[config.mk]
export PLATFORM = sky130hd
export DESIGN_NAME = sync_fifo
export DESIGN_NICKNAME = d
export VERILOG_FILES = /design/src/rtl/sync_fifo.sv
export SDC_FILE = /design/constraint.sdc
export NUM_CORES = 1
export LEC_CHECK = 0
export ABC_CLOCK_PERIOD_IN_PS = 4220
export CAP_MARGIN = 20
export CELL_PAD_IN_SITES_DETAIL_PLACEMENT = 0
export CELL_PAD_IN_SITES_GLOBAL_PLACEMENT = 1
export CORE_ASPECT_RATIO = 0.6
export CORE_UTILIZATION = 45
export CTS_BUF_LIST = sky130_fd_sc_hd__clkbuf_8
export CTS_CLUSTER_DIAMETER = 40
export DETAILED_ROUTE_END_ITERATION = 16
export PLACE_DENSITY = 0.71
export SYNTH_ARGS = -nofsm -noshare
export SYNTH_HDL_FRONTEND = slang
export SYNTH_SLANG_ARGS = --single-unit
export TNS_END_PERCENT = 1
[constraint.sdc]
create_clock -name clk -period 4.22 [get_ports clk]
set_input_delay 0.844 -clock clk [delete_from_list [all_inputs] [get_ports clk]]
set_output_delay 0.844 -clock clk [all_outputs]
set_load 0.05 [all_outputs]
[src/rtl/sync_fifo.sv]
// sync_fifo: synchronous FIFO with registered full/empty and flush
module sync_fifo #(
  parameter int WIDTH = 8,
  parameter int DEPTH = 8
) (
  input  logic             clk,
  input  logic             rst,
  input  logic             flush,
  input  logic             push,
  input  logic             pop,
  input  logic [WIDTH-1:0] wdata,
  output logic [WIDTH-1:0] rdata,
  output logic             full,
  output logic             empty
);
  localparam int AW = $clog2(DEPTH);
  logic [AW:0] wp, rp, wp_n, rp_n;
  logic [WIDTH-1:0] mem [DEPTH];
  logic wr, rd;
  assign wr = push && !full && !flush;
  assign rd = pop && !empty && !flush;
  assign wp_n = flush ? '0 : wr ? wp + 1'b1 : wp;
  assign rp_n = flush ? '0 : rd ? rp + 1'b1 : rp;
  assign rdata = mem[rp[AW-1:0]];
  always_ff @(posedge clk) begin
    if (rst) begin
      wp <= '0;
      rp <= '0;
      full <= 1'b0;
      empty <= 1'b1;
    end else begin
      wp <= wp_n;
      rp <= rp_n;
      full <= (wp_n[AW] != rp_n[AW]) && (wp_n[AW-1:0] == rp_n[AW-1:0]);
      empty <= wp_n == rp_n;
    end
  end
  always_ff @(posedge clk)
    if (wr) mem[wp[AW-1:0]] <= wdata;
endmodule

# Word-level counts from Yosys, hierarchy flattened
# Memories as Yosys holds them, arrays and structs flattened. A register that Yosys moved wholly into a read port is not among the register bits.
# Index checks and enable logic that the tools add are counted.
[op_classes]
magnitude_cmp = 0
mux = 7
multipliers = 0
reduce_logical = 8
div = 0
bitwise_logic = 0
n_eq_ne = 3
n_shift = 0
add_sub_neg = 2
[op_table]
columns = ["operator", "count"]
rows = [
  ["$mux W4", 4],
  ["$add A4 B1 Y4 const B", 2],
  ["$logic_and A1 B1 Y1", 5],
  ["$eq A4 B4 Y1", 1],
  ["$eq A3 B3 Y1", 1],
  ["$logic_not A1 Y1", 3],
  ["$mux W3", 1],
  ["$mux W1", 2],
  ["$ne A1 B1 Y1", 1],
]
[word_totals]
input_bits = 13
n_memories = 1
latch_bits = 0
output_inout_bits = 10
wordCells = 25
mem_bits_rw = 64
mem_bits_ro = 0
regBits = 10
[memory_table]
columns = ["name", "words", "width", "rd", "rd_clocked_by_memory_dff", "write_ports", "line_no", "rtl"]
rows = [
  ["mem", 8, 8, 1, 1, 1, "18", "logic [WIDTH-1:0] mem [DEPTH];"],
]

# Depth between registers and ports, before layout
[logic_depth]
word_depth = 7
mapped_depth = 6
depth_no_buf = 6

# Worst setup path before layout
# No wires, ideal clock.
[synth_path]
path_kind = "reg-to-output"
start = "register rp[0] (netlist name)"
end = "output port rdata[0]"
path_stages_with_launch = 5
required_ps = 3376
arrival_time_ps = 1693
n_path_buf = 2
setup_slack_ps = 1683
path_cell_list = "dfxtp_1 -> buf_2 -> buf_4 -> mux4_2 -> mux2_2"
[synth_rtl]
columns = ["item", "line_no", "rtl"]
rows = [
  ["to (decl)", "12", "output logic [WIDTH-1:0] rdata,"],
]

==> results_dict.tcl <==
set metrics [dict create \
    status "finished clean" \
    syn_area_mm2 0.00296 \
    fin_cells 277 \
    fp-row-count 22 \
    overflow 0 \
    grt_usage_pct 17.7 \
    synthAdderAreaFrac_pct 0.847 \
    die_w_um 107 \
    tns_ns 0 \
    cts_tree "yes" \
    drt_iter0_drc 55 \
    yosys_most_used_dff "edfxtp_1" \
    core_area_mm2 0.00622 \
    clkSinkCount 74 \
    die_y_um 64.8 \
    r2r_cells 6 \
    syn_nets 172 \
    clockBufferDepth 2 \
    drt_wl_total_um 5270 \
    worst_slew_pin_slew_ns 0.972 \
    multi_input_area_um2 786 \
    grt_pass1_wl_um 8380 \
    grt_max_degree 20 \
    viasPerCell 5.30 \
    drive_gt1_share_pct 23.3 \
    synth_top_family_by_area "multiplexers" \
    synth_cell_types 30 \
    antenna_left 0 \
    holdCritPathClass "reg2reg" \
    power_density_mw_per_mm2 397 \
    async_flop_share_pct 0 \
    antenna_found_initial 0 \
    synthCells 157 \
    synth-edff-count 64 \
    p_leak_nw 1.11 \
    seq_area_frac_synth_pct 71.8 \
    dpl.hpwl_um 3570 \
    drt-pass1-iter-count 4 \
    endpoint_kind "output port" \
    yosys.area.top_type "edfxtp_1" \
    dp_cells 261 \
    synth-xor-area-share_pct 2.37 \
    grt_pass1_vias 1458 \
    clk_latency_ns 0.33 \
    port_buffers 22 \
    routedWlPerCell_um 19.0 \
    rsz0062_at_grt "false" \
    power_mw 1.38 \
    drv_cap 0 \
    slew_violations 0 \
    hold_slack_ns 0.550 \
    fillCellCount 509 \
    gp_congestion 0.756 \
    pin_count 23 \
    dieArea_mm2 0.00691 \
    nets 203 \
    cts_resized 0 \
    timing.final.crit_share_pct 81.8 \
    ff_latch_area_mm2 0.00212 \
    cts_setup_buffers 0 \
    hold_depth 2 \
    setup_ws_ns 0.767 \
    arrival_ns 2.61 \
    yosys.area_share.simple_pct 7.03 \
    initial_core_util_pct 47.5 \
    syn_avg_cell_area_um2 18.8 \
    finClkSkew_ns 0.00498 \
    synth_seq_cells 74 \
    areaGrowthSynthToFinish_pct 17.2 \
    worstSetupPathType "reg2out" \
    routed-via-count 1467 \
    synthTopCellsByArea "edfxtp_1 65%, mux4_2 12%, dfxtp_1 6.8%" \
    min_period_ns 3.45 \
    synth_compound_area_share_pct 0.762 \
    synth_top_area_share_pct 65.0 \
    setup_viol 0 \
    clkTransAtPathRegs_ns 0.07 \
    numCtsBuffers 9 \
    antenna_cells 0 \
    drc 0 \
    worst_ep_required_time_ns 3.38 \
    relSlewSlack_pct 35.0 \
    htreeDepth 3 \
    cp_max_fo 19 \
    holdBufCountCts 0 \
    fmax_mhz 290 \
    vdd_drop_max_uv 198 \
    cts-root-buf "clkbuf_8" \
    start_kind "flop" \
    hold_violations 0 \
    synthMuxAreaShare_pct 15.6 \
    pre_cts_slack_ns 1.06 \
    yosysWarnings 0 \
]
-- per-stage QoR --
step / area [µm²] / util, %
after floorplan: 2960 / -
after global placement: 3280 / 52.7
after detailed placement: 3280 / 52.7
after CTS: 3460 / 55.7
after global routing: 3460 / 55.7
final: 3460 / 55.7
-- cell usage after synthesis, types with 3 or more instances --
library cell  count
mux2_2            8
nor3_1            3
dfxtp_1          10
nand2b_1          4
mux4_2           16
clkbuf_1          3
edfxtp_1         64
nor3b_1           3
xor2_1            4
nand2_1           3
nor2_1           14
xnor2_1           4
-- path summary, 6_finish.rpt --
| path | endpoint | slack, ns | from |
|---|---|---|---|
| min reg2reg | wp[3] | 0.55 | wp[3] |
| min | wp[3] | 0.55 | wp[3] |
| max | rdata[3] | 0.77 | rp[1] |
| max reg2reg | full | 1.82 | rp[1] |
-- state kept, by name, summed over array words and instances (netlist names) --
name / count
full: 1
rp: 4
mem: 64
empty: 1
wp: 4
-- placed cells by master (no fill, tap or decap), types with 4 or more instances in the layout --
cell / n
clkdlybuf4s50_1: 22
buf_4: 5
mux4_2: 16
mux2_2: 8
edfxtp_1: 64
clkbuf_8: 9
nand2b_1: 4
nor2_1: 14
xnor2_1: 4
xor2_1: 4
inv_1: 4
dfxtp_1: 10
-- cell type report --
type	count	share of cell area (%)
Tap cell	84	3.03
Multi-Input combinational cell	74	22.7
Clock buffer	9	3.58
Timing Repair Buffer	27	7.44
Sequential cell	74	61.2
Inverter	2	0.217
Clock inverter	7	1.81
-- worst max-delay path, stage by stage, from the launching register on --
cell and delay, ns:
dfxtp_1 0.87, mux4_2 0.40, mux2_2 0.29, clkdlybuf4s50_1 0.70
-- metal layers --
layer	share of wire (%)	GRT usage [%]	vias to the layer above	routed length [µm]
met2	45	26.0	31	2350
met3	4.1	5.73	5	218
met4	0.91	6.16	0	48
met1	50	25.1	752	2650
met5	0	0	-	0
li1	-	-	679	-
-- cells by family (layout without fill, tap and decap cells) --
| group | count (synthesis) | after routing |
|---|---|---|
| fa+ha+maj | 2 | 2 |
| compound gates | 3 | 3 |
| mux | 25 | 25 |
| buf+inv | 9 | 45 |
| simple gates | 36 | 36 |
| xor+xnor | 8 | 8 |
| flops | 74 | 74 |
-- where the power goes --
group | internal (mW) | switching (mW)
Clock | 0.266 | 0.242
Sequential | 0.799 | 0.00212
Combinational | 0.0285 | 0.0373
Power figures use the tool's default switching activity.
